<file path="src/rtl/oven_timer_pkg.sv">
// Purpose : shared types and constants for the oven countdown timer.
// Latency : n/a (types, constants and a combinational helper only).
// Backpressure: n/a.
//
// Contents: BCD digit type, FSM state enum, digit limits, and a
// binary-to-BCD helper for preset values 0..99.
package oven_timer_pkg;

    typedef logic [3:0] bcd_t;

    typedef enum logic [1:0] {
        ST_IDLE  = 2'd0,
        ST_RUN   = 2'd1,
        ST_PAUSE = 2'd2,
        ST_DONE  = 2'd3
    } timer_state_t;

    localparam bcd_t       SEC_TENS_MAX = 4'd5;
    localparam bcd_t       DIGIT_MAX    = 4'd9;
    localparam logic [5:0] SEC_MAX      = 6'd59;

    // Two-digit binary to BCD by repeated subtraction of ten. Input must
    // be <= 99. Nine unrolled compare/subtract steps avoid a divider.
    function automatic logic [7:0] bin_to_bcd2(input logic [6:0] value);
        logic [3:0] tens;
        logic [6:0] rest;
        tens = 4'd0;
        rest = value;
        for (int i = 0; i < 9; i++) begin
            if (rest >= 7'd10) begin
                rest = rest - 7'd10;
                tens = tens + 4'd1;
            end
        end
        return {tens, 4'(rest)};
    endfunction

endpackage

</file>
<file path="src/rtl/oven_tick_prescaler.sv">
// Purpose : divides the clock down to a one-cycle tick once per second.
// Latency : tick is combinational from the count; count updates each edge.
// Backpressure: enable low freezes the count; clear overrides enable.
//
// Ports:
//   clock  - rising-edge clock
//   reset  - asynchronous active-high reset, count -> 0
//   clear  - synchronous clear of the count to 0
//   enable - advance the count this cycle
//   tick   - high in the enabled cycle where count == TICKS_PER_SEC-1
module oven_tick_prescaler #(
    parameter int TICKS_PER_SEC = 50_000_000
) (
    input  logic clock,
    input  logic reset,
    input  logic clear,
    input  logic enable,
    output logic tick
);

    localparam int              CW   = $clog2(TICKS_PER_SEC);
    localparam logic [CW-1:0]   LAST = CW'(TICKS_PER_SEC - 1);

    logic [CW-1:0] count;

    assign tick = enable && (count == LAST);

    always_ff @(posedge clock or posedge reset) begin
        if (reset) begin
            count <= '0;
        end else if (clear) begin
            count <= '0;
        end else if (enable) begin
            count <= (count == LAST) ? '0 : count + 1'b1;
        end
    end

endmodule

</file>
<file path="src/rtl/oven_countdown_timer.sv">
// Purpose : programmable MM:SS countdown timer with start/pause/cancel and done.
// Latency : controls act on the next edge; digits/running/done are registered.
// Backpressure: none; level inputs sampled every cycle, cancel>pause>start>set_valid.
//
// Ports:
//   clock, reset         - clock, asynchronous active-high reset
//   set_valid/min/sec    - preset load (binary, clamped to MAX_MIN:59)
//   start, pause, cancel - run control
//   sec_units..min_tens  - BCD display digits
//   running              - high while counting down
//   done                 - one-cycle pulse when the count reaches 00:00
//   alarm                - buzzer enable; built only with OVEN_TIMER_ALARM_EN,
//                          otherwise tied low
module oven_countdown_timer
    import oven_timer_pkg::*;
#(
    parameter int TICKS_PER_SEC = 50_000_000,
    parameter int MAX_MIN       = 99,
    parameter int ALARM_SEC     = 5
) (
    input  logic       clock,
    input  logic       reset,
    input  logic       set_valid,
    input  logic [6:0] set_min,
    input  logic [5:0] set_sec,
    input  logic       start,
    input  logic       pause,
    input  logic       cancel,
    output logic [3:0] sec_units,
    output logic [3:0] sec_tens,
    output logic [3:0] min_units,
    output logic [3:0] min_tens,
    output logic       running,
    output logic       done,
    output logic       alarm
);

    // Elaboration-time parameter sanity checks.
    if (TICKS_PER_SEC < 2) begin : g_bad_tps
        $error("TICKS_PER_SEC must be >= 2");
    end
    if (MAX_MIN < 1 || MAX_MIN > 99) begin : g_bad_max_min
        $error("MAX_MIN must be in 1..99");
    end
    if (ALARM_SEC < 1) begin : g_bad_alarm_sec
        $error("ALARM_SEC must be >= 1");
    end

    localparam logic [6:0] MAX_MIN_L = 7'(MAX_MIN);

    timer_state_t state;

    logic tick;
    logic presc_clear;
    logic presc_enable;
    logic alarm_active;

    // ---------------- preset conversion ----------------
    logic [6:0] min_clamped;
    logic [5:0] sec_clamped;
    logic [7:0] min_bcd;
    logic [7:0] sec_bcd;

    always_comb begin
        min_clamped = (set_min > MAX_MIN_L) ? MAX_MIN_L : set_min;
        sec_clamped = (set_sec > SEC_MAX) ? SEC_MAX : set_sec;
        min_bcd     = bin_to_bcd2(min_clamped);
        sec_bcd     = bin_to_bcd2({1'b0, sec_clamped});
    end

    // ---------------- BCD decrement with borrow chain ----------------
    bcd_t dec_su, dec_st, dec_mu, dec_mt;
    logic borrow_st, borrow_mu, borrow_mt;
    logic time_zero, dec_zero;

    always_comb begin
        borrow_st = (sec_units == 4'd0);
        borrow_mu = borrow_st && (sec_tens == 4'd0);
        borrow_mt = borrow_mu && (min_units == 4'd0);

        dec_su = borrow_st ? DIGIT_MAX : sec_units - 4'd1;

        dec_st = sec_tens;
        if (borrow_st) begin
            dec_st = (sec_tens == 4'd0) ? SEC_TENS_MAX : sec_tens - 4'd1;
        end

        dec_mu = min_units;
        if (borrow_mu) begin
            dec_mu = (min_units == 4'd0) ? DIGIT_MAX : min_units - 4'd1;
        end

        // Only ever decremented from a non-zero time, so min_tens never wraps.
        dec_mt = borrow_mt ? min_tens - 4'd1 : min_tens;

        time_zero = ({min_tens, min_units, sec_tens, sec_units} == 16'h0000);
        dec_zero  = ({dec_mt, dec_mu, dec_st, dec_su} == 16'h0000);
    end

    // ---------------- prescaler ----------------
    always_comb begin
        presc_clear  = cancel || (state == ST_IDLE && start && !time_zero);
        // Pause freezes the partial second; in DONE it only runs to time the alarm.
        presc_enable = (state == ST_RUN && !pause) || alarm_active;
    end

    oven_tick_prescaler #(
        .TICKS_PER_SEC (TICKS_PER_SEC)
    ) u_prescaler (
        .clock  (clock),
        .reset  (reset),
        .clear  (presc_clear),
        .enable (presc_enable),
        .tick   (tick)
    );

    // ---------------- control FSM and digits ----------------
    // pause only has meaning in RUN/PAUSE; an input that is ignored in a
    // state does not block a lower-priority one (e.g. start at 00:00 in IDLE
    // still lets set_valid load).
    always_ff @(posedge clock or posedge reset) begin
        if (reset) begin
            state     <= ST_IDLE;
            sec_units <= 4'd0;
            sec_tens  <= 4'd0;
            min_units <= 4'd0;
            min_tens  <= 4'd0;
            running   <= 1'b0;
            done      <= 1'b0;
        end else begin
            done <= 1'b0;
            if (cancel) begin
                state     <= ST_IDLE;
                sec_units <= 4'd0;
                sec_tens  <= 4'd0;
                min_units <= 4'd0;
                min_tens  <= 4'd0;
                running   <= 1'b0;
            end else begin
                case (state)
                    ST_IDLE: begin
                        if (start && !time_zero) begin
                            state   <= ST_RUN;
                            running <= 1'b1;
                        end else if (set_valid) begin
                            {min_tens, min_units} <= min_bcd;
                            {sec_tens, sec_units} <= sec_bcd;
                        end
                    end
                    ST_RUN: begin
                        if (pause) begin
                            state   <= ST_PAUSE;
                            running <= 1'b0;
                        end else if (tick) begin
                            sec_units <= dec_su;
                            sec_tens  <= dec_st;
                            min_units <= dec_mu;
                            min_tens  <= dec_mt;
                            if (dec_zero) begin
                                state   <= ST_DONE;
                                running <= 1'b0;
                                done    <= 1'b1;
                            end
                        end
                    end
                    ST_PAUSE: begin
                        if (start && !pause) begin
                            state   <= ST_RUN;
                            running <= 1'b1;
                        end
                    end
                    ST_DONE: begin
                        if (set_valid) begin
                            state <= ST_IDLE;
                            {min_tens, min_units} <= min_bcd;
                            {sec_tens, sec_units} <= sec_bcd;
                        end
                    end
                    default: begin
                        state   <= ST_IDLE;
                        running <= 1'b0;
                    end
                endcase
            end
        end
    end

    // ---------------- optional alarm ----------------
`ifdef OVEN_TIMER_ALARM_EN
    localparam int AW = $clog2(ALARM_SEC + 1);

    logic [AW-1:0] alarm_secs;
    logic          alarm_q;

    assign alarm        = alarm_q;
    assign alarm_active = alarm_q && (state == ST_DONE);

    // Prescaler wraps to 0 on the final tick, so whole seconds of alarm are
    // counted from the DONE entry edge.
    always_ff @(posedge clock or posedge reset) begin
        if (reset) begin
            alarm_q    <= 1'b0;
            alarm_secs <= '0;
        end else if (cancel) begin
            alarm_q    <= 1'b0;
            alarm_secs <= '0;
        end else if (state == ST_RUN && !pause && tick && dec_zero) begin
            alarm_q    <= 1'b1;
            alarm_secs <= '0;
        end else if (state == ST_DONE && set_valid) begin
            alarm_q    <= 1'b0;
            alarm_secs <= '0;
        end else if (alarm_active && tick) begin
            if (alarm_secs == AW'(ALARM_SEC - 1)) begin
                alarm_q <= 1'b0;
            end
            alarm_secs <= alarm_secs + 1'b1;
        end
    end
`else
    assign alarm        = 1'b0;
    assign alarm_active = 1'b0;
`endif

endmodule

</file>
<file path="config.mk">
export PLATFORM = sky130hd
export DESIGN_NAME = oven_countdown_timer
export DESIGN_NICKNAME = d
export VERILOG_FILES = /design/src/rtl/oven_timer_pkg.sv /design/src/rtl/oven_tick_prescaler.sv /design/src/rtl/oven_countdown_timer.sv
export SDC_FILE = /design/constraint.sdc
export NUM_CORES = 1
export LEC_CHECK = 0
export ABC_AREA = 1
export BUFFER_PORTS_ARGS = -buffer_cell sky130_fd_sc_hd__buf_2
export CORE_ASPECT_RATIO = 1.1
export CORE_UTILIZATION = 53
export DETAILED_ROUTE_END_ITERATION = 6
export PLACE_DENSITY = 0.84
export SLEW_MARGIN = 20
export SYNTH_ARGS = -nofsm -noshare
export SYNTH_HDL_FRONTEND = slang
export SYNTH_SLANG_ARGS = --single-unit
</file>
<file path="constraint.sdc">
create_clock -name clock -period 3.38 [get_ports clock]
set_input_delay 0.676 -clock clock [delete_from_list [all_inputs] [get_ports clock]]
set_output_delay 0.676 -clock clock [all_outputs]
set_load 0.005 [all_outputs]
</file>
==> qor.txt, run 1 <==
outcome: did not finish
Halt Stage: global routing
Halt Reason: [ERROR GRT-0232] Routing congestion too high. Check the congestion heatmap in the GUI.
area share of and/or/nand/nor cells after synthesis: 47.6%
cell area after synthesis: 7290 um2
Clock Path Buffers: 2
starting utilization of the core area: 54.7%
maximum number of pins on one net before global-route repair: 47
compound-cell area share of the yosys netlist: 11.6%
post-synthesis instance total: 1192
number of sinks driven by the clock tree: 46
critical endpoint after global-route timing repair: sec_tens[0]$_DFFE_PP0P_/D
post-placement setup slack: -4770 ps
mean cell area of the mapped netlist: 6.12 um2
fraction of synthesis flops using an asynchronous set or reset pin: 100%
Horiz. Die Dim: 114 um
I/O pin count: 38
Synth area leader: nand2_1
clock root buffer master: clkbuf_16
part of the Yosys area used for sequential elements: 15.8%
area share of the leading cell type in the synthesized netlist: 18.9%
die extent in y: 125 um
cell types occupying the most area after synthesis: nand2_1, dfrtp_1, inv_1, ha_1, nand3_1
overflow left after global routing: 48
EDFF count, synth: 0
Post-Syn Nets: 1260
number of placed instances with taps included: 1649
num rows: 44
yosys warns: 0
dominant synthesized flop cell: dfrtp_1
H-Tree Depth: 2
combinational family with the most area after synthesis: simple AND/OR/NAND/NOR gates
synthesized flop and latch total: 46
final weighted congestion of routability-driven global placement: 0.899
number of buffers inserted by port buffering: 36
fraction of the mapped netlist area in adder cells: 8.41%
multiplexer fraction of the synthesized cell area: 0%
total clock buffers created by CTS: 5
worst-path endpoint category: sequential cell input
fraction of synthesized cell area in xor and xnor cells: 4.87%
post-synth cell types: 59
post-detailed-placement half-perimeter wirelength: 15500 um
Total GRT Usage: 69.2%
timing repair:
action	in CTS
hold endpoints to repair	0
resized for setup	115
hold buffers	0
pin swaps	114
setup endpoints to repair	36
setup buffers	67
per-layer routing:
metal  overflow  track usage (%)
met5          1             14.4
met4         19             77.9
met3          0             47.6
met2         26             90.6
met1          2             65.8
metrics by stage:
stage / utilization (%) / setup TNS, ps / hold WS, ps / instance area (um2)
after floorplan: - / -51720 / 476 / 7690
after global placement: 74.2 / -52480 / 471 / 9890
after detailed placement: 74.2 / -58470 / 505 / 9890
after CTS: 82.5 / -50010 / 521 / 11000
logic make-up after synthesis:
group / count (synthesis)
adder cells (fa/ha/maj): 49
buffers and inverters: 220
other: 1
flip-flops: 46
XOR/XNOR: 35
AO/OA/AOI/OAI: 135
AND/OR/NAND/NOR: 706
cells in the mapped netlist (all sizes together) (2+ instances only):
master and instances:
ha 49, dfrtp 46, a31oi 4, xnor2 9, nor2 96, xor2 26
nor4 4, nor3 14, a221oi 2, nand3 128, a21oi 43, nand2 423
clkinv 7, o31ai 3, o21bai 3, nand4 26, a211oi 4, clkbuf 4
o211ai 6, buf 5, inv 204, nand3b 11, a21boi 2, o21ai 57
o22ai 4
==> inputs of run 2 (changes only) <==
Settings changed: CORE_ASPECT_RATIO 1.1 to not set, CORE_UTILIZATION 53 to 38, PLACE_DENSITY 0.84 to not set, PLACE_DENSITY_LB_ADDON set to 0.15.
Clock period 3.38 ns to 4.4 ns, I/O delays scaled along.
==> run 2 against run 1 <==
The flow now finishes, with violations (setup timing). Synthesized area is the same. Synthesized cell count unchanged.
==> qor.txt, run 2 <==
outcome: finished with violations
violated checks: setup timing
actual transition at the worst max-transition pin: 955 ps
ratio of final minimum period to clock period: 174%
DRC viols: 0
area of the die: 19700 um2
dominant synthesized flop cell: dfrtp_1
critical path fanouts, max: 7
Post-Syn Nets: 1260 (unchanged)
Post-Place Cell Area: 10000 um2 (+1.5%)
Largest register FFs: 26
clock root buffer master: clkbuf_16
final antenna-violating net count: 0
number of placed instances with taps included: 1710 (+3.7%)
number of maximum-capacitance violations: 0
final worst path period need: 7670 ps
post-synth cell types: 59 (unchanged)
part of the Yosys area used for sequential elements: 15.8% (unchanged)
I/O pin count: 38 (unchanged)
Worst Skew: 7.63 ps
setup repair after global routing missed its margin: yes
number of hold-slack violations in the final timing report: 0
cell area after synthesis: 7290 um2 (unchanged)
placeable core region: 18800 um2
fraction of layout cells with a size suffix above 1: 44.5%
vias in the first global route: 8062
H-Tree Depth: 2 (unchanged)
area share of the leading cell type in the synthesized netlist: 18.9% (unchanged)
most frequent cells in the layout: buf_4, nand2_1, inv_1, nand3_1, nand2_2
final weighted congestion of routability-driven global placement: 0.834 (-7.2%)
fin. max-slew vios: 0
num rows: 50 (+14%)
Synth area leader: nand2_1
EDFF count, synth: 0 (unchanged)
Worst Path Class, Setup: input port to flop
final cell count without fillers: 1804
maximum frequency from static timing analysis: 130 MHz
worst-skew pair later-pin latency: 290 ps
worst hold path type: flop to flop
crit path DAT: 7850 ps
Worst Hold Launch: sec_units[1]$_DFFE_PP0P_
number of buffers inserted by port buffering: 36 (unchanged)
total number of nets in the final design: 1637
crit end category: flop
yosys warns: 0 (unchanged)
initial antenna violation count: 0
overflow left after global routing: 0
mean cell area of the mapped netlist: 6.12 um2 (unchanged)
cell with the most instances after synthesis: nand2_1
clock transition at the registers of the reported paths: 60 ps
first-pass GRT wire length: 33600 um
post-synthesis instance total: 1192 (unchanged)
final design area excluding fillers: 11600 um2
vias per std cell: 4.70
via count: 8476
Horiz. Die Dim: 141 um (+23%)
cell types occupying the most area after synthesis: nand2_1, dfrtp_1, inv_1, ha_1, nand3_1
fin worst setup slack: -3270 ps
kind of start point of the critical path: input port
leading cell types by count after synthesis: nand2_1, inv_1, nand3_1
Routed wire per std cell: 10.7 um
maximum number of pins on one net before global-route repair: 47
die extent in y: 141 um (+12%)
FF-to-FF Start: sec_units[0]$_DFFE_PP0P_
Total GRT Usage: 19.7%
Final setup violation count: 14
most frequent standard cell in the layout excluding fill and tap cells: buf_4
most numerous cell on the critical path: nand2_2
Clock Path Buffers: 2 (unchanged)
TritonCTS clock tree: yes
fraction of synthesis flops using an asynchronous set or reset pin: 100% (unchanged)
most flop-heavy register: u_prescaler.count
CP max stage cell: xor2_4
worst slew margin relative to its limit: 36.3%
share of the core filled with cells: 61.8%
sum of routed wire length over all layers: 19400 um
first-pass detailed-route iteration total: 5
required time at the worst-slack endpoint: 4580 ps
antenna fix cells: 0
layout-stage area growth over the synthesis result: 59.1%
starting utilization of the core area: 38.8% (-16 points)
slowest stage delay, CP: 230 ps
origin of the worst setup path: set_sec[4]
post-detailed-placement half-perimeter wirelength: 14700 um (-5.0%)
number of sinks driven by the clock tree: 46 (unchanged)
setup_tns: -37510 ps
# fillers: 1722
synthesized flop and latch total: 46 (unchanged)
total clock buffers created by CTS: 5 (unchanged)
violation count after the first detailed-route iteration: 276
run 2: cell counts after synthesis:
No cell type changed its count.
run 2: through the flow:
step           hold WS (ps)  setup slack (ps)
4_1_cts                 523             -3210
5_1_grt                 551             -3830
6_report                518             -3270
3_5_place_dp            507             -3780
3_3_place_gp            463             -3450
2_1_floorplan           476             -3540
run 2: cell type report:
cell class                 count  area (um2)  share of cell area (%)
clock buffer                   6         129                    1.11
clock inverter                 2        13.8                   0.119
sequential                    46        1150                    9.92
inverter                     211         817                    7.04
multi-input combinational    926        6330                    54.5
timing repair buffer         379        2870                    24.7
tap                          234         293                    2.52
run 2: per-layer routing:
layer,vias up,global-route usage (%),routed length (um)
li1,4556,-,-
met4,0,3.95,257
met3,21,1.33,358
met1,3817,23.7,8690
met2,82,38.1,10100
met5,-,0,0
run 2: worst paths after layout:
kind                       slack [ps]                                end  cells after the start
min in group asynchronous         810  u_prescaler.count[13]$_DFFE_PP0P_                      2
setup reg to reg                  570  u_prescaler.count[15]$_DFFE_PP0P_                     23
max in group asynchronous        2990           min_units[1]$_DFFE_PP0P_                      2
setup / recovery                -3270           sec_units[1]$_DFFE_PP0P_                     70
hold / removal                    520           sec_units[1]$_DFFE_PP0P_                      2
hold reg to reg                   520           sec_units[1]$_DFFE_PP0P_                      2
run 2: critical path, delay by kind of cell:
kind / cells / cell delay [ps]
AOI/OAI and AO/OA: 1 / 140
xor gates and xnor gates: 3 / 570
buffers and inverters: 15 / 1170
adders and majority gates: 8 / 1190
and+or+nand+nor: 43 / 3880
run 2: cell families (layout without fill, tap and decap cells):
logic type | Yosys count | after routing | synth area share, %
simple gates | 706 | 706 | 47.6
buf+inv | 220 | 598 | 11.7
compound gates | 135 | 135 | 11.6
fa+ha+maj | 49 | 49 | 8.41
flops | 46 | 46 | 15.8
xor+xnor | 35 | 35 | 4.87
other cells | 1 | 1 | 0.0514
run 2: repair_timing:
item / CTS / global route
buffers inserted: 57 / 29
pin swaps: 125 / 97
hold buffers: 0 / 0
endpoints found under the setup margin: 14 / 18
resized for setup: 95 / 85
Power of run 2 is left out: the tool's default activity adds up to more than one toggle a clock period on the data nets, which glitch-free logic cannot reach.
==> inputs of run 3 (changes only) <==
Settings changed: SKIP_LAST_GASP set to 1.
==> run 3 against run 2 <==
The flow still finishes with violations (setup timing). First-iteration DRC count decreased by 6.5%. Maximum frequency about the same. Utilization is 0.093 points lower. Critical path depth unchanged. Routed wire length barely moved. Cell count is the same. Register-to-register slack about the same. Via count about the same. Non-clock buffer count is the same. Die area unchanged. Sequential share of layout area hardly changed. Critical path type unchanged. Critical endpoint unchanged.
==> qor.txt, run 3 (same netlist as run 2, synthesis figures left out) <==
outcome: finished with violations
violated checks: setup timing
violation count after the first detailed-route iteration: 258 (-6.5%)
most frequent cells in the layout: buf_4, nand2_1, inv_1, nand3_1, nand2_2
vias per std cell: 4.70 (about the same)
most flop-heavy register: u_prescaler.count
fin. max-slew vios: 0 (unchanged)
Routed wire per std cell: 10.8 um (about the same)
number of buffers inserted by port buffering: 36 (unchanged)
number of maximum-capacitance violations: 0 (unchanged)
total clock buffers created by CTS: 5 (unchanged)
CP max stage cell: xor2_4
required time at the worst-slack endpoint: 4580 ps (about the same)
maximum number of pins on one net before global-route repair: 47 (unchanged)
most numerous cell on the critical path: nand2_2
Total GRT Usage: 19.7% (unchanged)
first-pass detailed-route iteration total: 4 (-1)
CTS Hold Buffers Added: 0 (unchanged)
most frequent standard cell in the layout excluding fill and tap cells: buf_4
# fillers: 1725 (+0.17%)
Largest register FFs: 26 (unchanged)
fin worst setup slack: -3280 ps (-2.43 ps)
Reg area: 1150 um2 (unchanged)
total number of nets in the final design: 1637 (unchanged)
final weighted congestion of routability-driven global placement: 0.834 (unchanged)
sum of routed wire length over all layers: 19400 um (about the same)
worst slew margin relative to its limit: 35.0% (-1.2 points)
antenna fix cells: 0 (unchanged)
Multi-input gate area: 6310 um2 (-0.28%)
initial antenna violation count: 0 (unchanged)
placeable core region: 18800 um2 (unchanged)
worst-skew pair later-pin latency: 290 ps (about the same)
post-detailed-placement half-perimeter wirelength: 14700 um (unchanged)
I/O pin count: 38 (unchanged)
num rows: 50 (unchanged)
TritonCTS clock tree: yes
starting utilization of the core area: 38.8% (unchanged)
setup repair after global routing missed its margin: yes
ratio of final minimum period to clock period: 174% (about the same)
clock root buffer master: clkbuf_16
number of sinks driven by the clock tree: 46 (unchanged)
layout-stage area growth over the synthesis result: 58.9%
clock transition at the registers of the reported paths: 60 ps (about the same)
Worst Path Class, Setup: input port to flop
DRC viols: 0 (unchanged)
final antenna-violating net count: 0 (unchanged)
actual transition at the worst max-transition pin: 973 ps (+18.5 ps)
fraction of layout cells with a size suffix above 1: 44.3% (-0.25 points)
slowest stage delay, CP: 230 ps (about the same)
first-pass GRT wire length: 33600 um (unchanged)
via count: 8480 (+0.047%)
worst hold path type: flop to flop
area of the die: 19700 um2 (unchanged)
die extent in y: 141 um (unchanged)
setup_tns: -37610 ps (-102 ps)
crit end category: flop
Worst Skew: 6.84 ps (-0.792 ps)
Horiz. Die Dim: 141 um (unchanged)
kind of start point of the critical path: input port
overflow left after global routing: 0 (unchanged)
depth of the most critical reg-to-reg path: 23 (unchanged)
post-placement setup slack: -3780 ps (unchanged)
final worst path period need: 7680 ps (+2.43 ps)
cell count of the worst hold path: 2 (unchanged)
maximum frequency from static timing analysis: 130 MHz (about the same)
Clock Path Buffers: 2 (unchanged)
number of hold-slack violations in the final timing report: 0 (unchanged)
vias in the first global route: 8062 (unchanged)
H-Tree Depth: 2 (unchanged)
Final setup violation count: 14 (unchanged)
share of the core filled with cells: 61.7% (-0.093 points)
critical path fanouts, max: 7 (unchanged)
crit path DAT: 7850 ps (about the same)
-- run 3: area by class of cell --
class | count | area share (%)
clock inverter | 2 | 0.119
clock buffer | 6 | 1.11
multi-input combinational | 926 | 54.5
tap | 234 | 2.53
sequential | 46 | 9.94
timing repair buffer | 379 | 24.8
inverter | 211 | 7.05
-- run 3: timing repair --
action,4_1_cts,5_1_grt
buffers inserted,57,29
setup endpoints to repair,14,18
cloned,0,0
pin swaps,125,97
resized for setup,95,81
-- run 3: path summary, 6_finish.rpt --
kind | start | to | slack [ps]
hold / removal | sec_units[1]$_DFFE_PP0P_ | sec_units[1]$_DFFE_PP0P_ | 520
setup reg to reg | sec_units[0]$_DFFE_PP0P_ | u_prescaler.count[15]$_DFFE_PP0P_ | 580
min in group asynchronous | reset | u_prescaler.count[14]$_DFFE_PP0P_ | 820
setup / recovery | set_sec[4] | sec_units[1]$_DFFE_PP0P_ | -3280
hold reg to reg | sec_units[1]$_DFFE_PP0P_ | sec_units[1]$_DFFE_PP0P_ | 520
max in group asynchronous | reset | min_units[1]$_DFFE_PP0P_ | 2970
-- run 3: routing by layer --
layer	routed length, um	vias up	global-route usage (%)
met5	0	-	0
met4	254	0	3.95
met3	344	20	1.33
met2	10100	82	38.1
met1	8720	3824	23.7
li1	-	4554	-
-- run 3: stage by stage --
step / hold WS, ps / cell area, um2 / cells
global route: 551 / 11600 / 1804
finish: 518 / 11600 / 1804
detailed placement: 507 / 10000 / 1710
floorplan: 476 / 7680 / 1192
CTS: 523 / 11000 / 1775
global placement: 463 / 10000 / 1710
-- run 3: critical path: cells and delay by family --
kind | cells | cell delay, ps
xor+xnor | 3 | 570
fa+ha+maj | 8 | 1190
simple gates | 43 | 3880
buf+inv | 15 | 1170
compound gates | 1 | 140
Power of run 3 is left out for the same reason.
==> inputs of run 4 (changes only) <==
Settings changed: CTS_CLUSTER_DIAMETER set to 200, RECOVER_POWER set to 25.
==> run 4 against run 3 <==
The flow finishes with violations (capacitance limit, slew limit, setup timing). Die area unchanged. Cell count unchanged. First-iteration DRC count unchanged. Register-to-register slack about the same. Global-route usage unchanged. Worst setup slack better by 1.9 ps. Routed wire length unchanged. Critical path type unchanged.
==> qor.txt, run 4 (same netlist as run 2, synthesis figures left out) <==
worst-case hold path end point: sec_units[1]$_DFFE_PP0P_
reg-to-reg endpoint: u_prescaler.count[15]$_DFFE_PP0P_
worst hold path type: flop to flop
post-detailed-placement half-perimeter wirelength: 14700 um (unchanged)
most frequent standard cell in the layout excluding fill and tap cells: buf_4
required time at the worst-slack endpoint: 4580 ps (about the same)
CP max stage cell: xor2_4
setup_tns: -37610 ps (+2.90 ps)
I/O pin count: 38 (unchanged)
fraction of layout cells with a size suffix above 1: 44.2% (-0.064 points)
TritonCTS clock tree: yes
antenna fix cells: 0 (unchanged)
vias in the first global route: 8062 (unchanged)
Horiz. Die Dim: 141 um (unchanged)
placeable core region: 18800 um2 (unchanged)
Worst Skew: 6.60 ps (-0.241 ps)
H-Tree Depth: 2 (unchanged)
Final setup violation count: 14 (unchanged)
most numerous cell on the critical path: nand2_2
worst-skew pair later-pin latency: 290 ps (about the same)
fin worst setup slack: -3280 ps (+1.85 ps)
first-pass detailed-route iteration total: 4 (unchanged)
crit end category: flop
overflow left after global routing: 0 (unchanged)
layout-stage area growth over the synthesis result: 58.9% (unchanged)
worst hold slack: 518 ps (unchanged)
final cell count without fillers: 1804 (unchanged)
kind of start point of the critical path: input port
Clock Path Buffers: 2 (unchanged)
FF-to-FF Start: sec_units[0]$_DFFE_PP0P_
first-pass GRT wire length: 33600 um (unchanged)
total clock buffers created by CTS: 5 (unchanged)
area of the die: 19700 um2 (unchanged)
maximum number of pins on one net before global-route repair: 47 (unchanged)
sum of routed wire length over all layers: 19400 um (unchanged)
crit path DAT: 7850 ps (about the same)
clock root buffer master: clkbuf_16
final antenna-violating net count: 0 (unchanged)
number of maximum-capacitance violations: 1 (+1)
outcome: finished with violations
most flop-heavy register: u_prescaler.count
num rows: 50 (unchanged)
total number of nets in the final design: 1637 (unchanged)
clock transition at the registers of the reported paths: 60 ps (about the same)
slowest stage delay, CP: 230 ps (about the same)
Worst Path Class, Setup: input port to flop
final worst path period need: 7680 ps (-1.85 ps)
vias per std cell: 4.70 (about the same)
cell count of the worst hold path: 2 (unchanged)
ratio of final minimum period to clock period: 174% (about the same)
number of placed instances with taps included: 1710 (unchanged)
starting utilization of the core area: 38.8% (unchanged)
initial antenna violation count: 0 (unchanged)
Total GRT Usage: 19.7% (unchanged)
critical path fanouts, max: 7 (unchanged)
most frequent cells in the layout: buf_4, nand2_1, inv_1, nand3_1, nand2_2
number of sinks driven by the clock tree: 46 (unchanged)
setup repair after global routing missed its margin: yes
number of buffers inserted by port buffering: 36 (unchanged)
final design area excluding fillers: 11600 um2 (unchanged)
Worst Hold Launch: sec_units[1]$_DFFE_PP0P_
maximum frequency from static timing analysis: 130 MHz (about the same)
final weighted congestion of routability-driven global placement: 0.834 (unchanged)
die extent in y: 141 um (unchanged)
Post-Place Cell Area: 10000 um2 (unchanged)
fin. max-slew vios: 47 (+47)
violation count after the first detailed-route iteration: 258 (unchanged)
depth of the most critical reg-to-reg path: 23 (unchanged)
worst slew margin relative to its limit: -17.4% (-52 points)
Largest register FFs: 26 (unchanged)
number of hold-slack violations in the final timing report: 0 (unchanged)
DRC viols: 0 (unchanged)
via count: 8485 (+0.059%)
Worst R2R Setup Slack: 590 ps (about the same)
actual transition at the worst max-transition pin: 1760 ps (+786 ps)
Routed wire per std cell: 10.8 um (unchanged)
violated checks: capacitance limit, slew limit, setup timing
run 4: changes by cell type in the layout (fill, tap and decap cells not counted):
cell   change
inv_1      +1
inv_2      -1
run 4: how the worst max path moves through the flow:
stage | startpoint | endpoint | slack, ps | depth (start not counted)
after floorplan | set_sec[3] | sec_tens[2]$_DFFE_PP0P_ | -3540 | 70
after detailed placement | set_sec[3] | sec_tens[2]$_DFFE_PP0P_ | -3780 | 70
final | set_sec[4] | sec_units[1]$_DFFE_PP0P_ | -3280 | 70
after global routing | set_sec[4] | sec_units[1]$_DFFE_PP0P_ | -3830 | 70
after CTS | set_sec[2] | sec_tens[0]$_DFFE_PP0P_ | -3210 | 74
after global placement | set_sec[3] | sec_tens[2]$_DFFE_PP0P_ | -3450 | 70
run 4: through the flow:
stage / setup slack (ps) / util, %
6_report: -3280 / 61.7
2_1_floorplan: -3540 / -
3_3_place_gp: -3450 / 53.5
4_1_cts: -3210 / 58.7
5_1_grt: -3830 / 61.7
3_5_place_dp: -3780 / 53.5
run 4: timing repair:
item / CTS / global route
pin swaps: 125 / 97
hold buffers: 0 / 0
endpoints found under the setup margin: 14 / 18
hold endpoints to repair: 0 / 0
setup buffers: 57 / 29
resized for setup: 95 / 81
run 4: layout make-up:
type | count | area, um2
sequential | 46 | 1150
timing repair buffer | 379 | 2870
clock inverter | 2 | 13.8
clock buffer | 6 | 129
inverter | 211 | 817
tap | 234 | 293
fill | 1725 | 7190
multi-input combinational | 926 | 6310
run 4: critical path, delay by kind of cell:
kind	cells	cell delay, ps
XOR/XNOR	3	570
AND/OR/NAND/NOR	43	3880
buffers and inverters	15	1170
adder cells (fa/ha/maj)	8	1190
AO/OA/AOI/OAI	1	140
run 4: routing by layer:
metal | GRT usage, % | wire (um) | up-vias | part of all wire, %
met3 | 1.33 | 341 | 20 | 1.8
met2 | 38.1 | 10100 | 82 | 52
met1 | 23.7 | 8710 | 3829 | 45
met4 | 3.95 | 254 | 0 | 1.3
met5 | 0 | 0 | - | 0
li1 | - | - | 4554 | -
Power of run 4 is left out for the same reason.
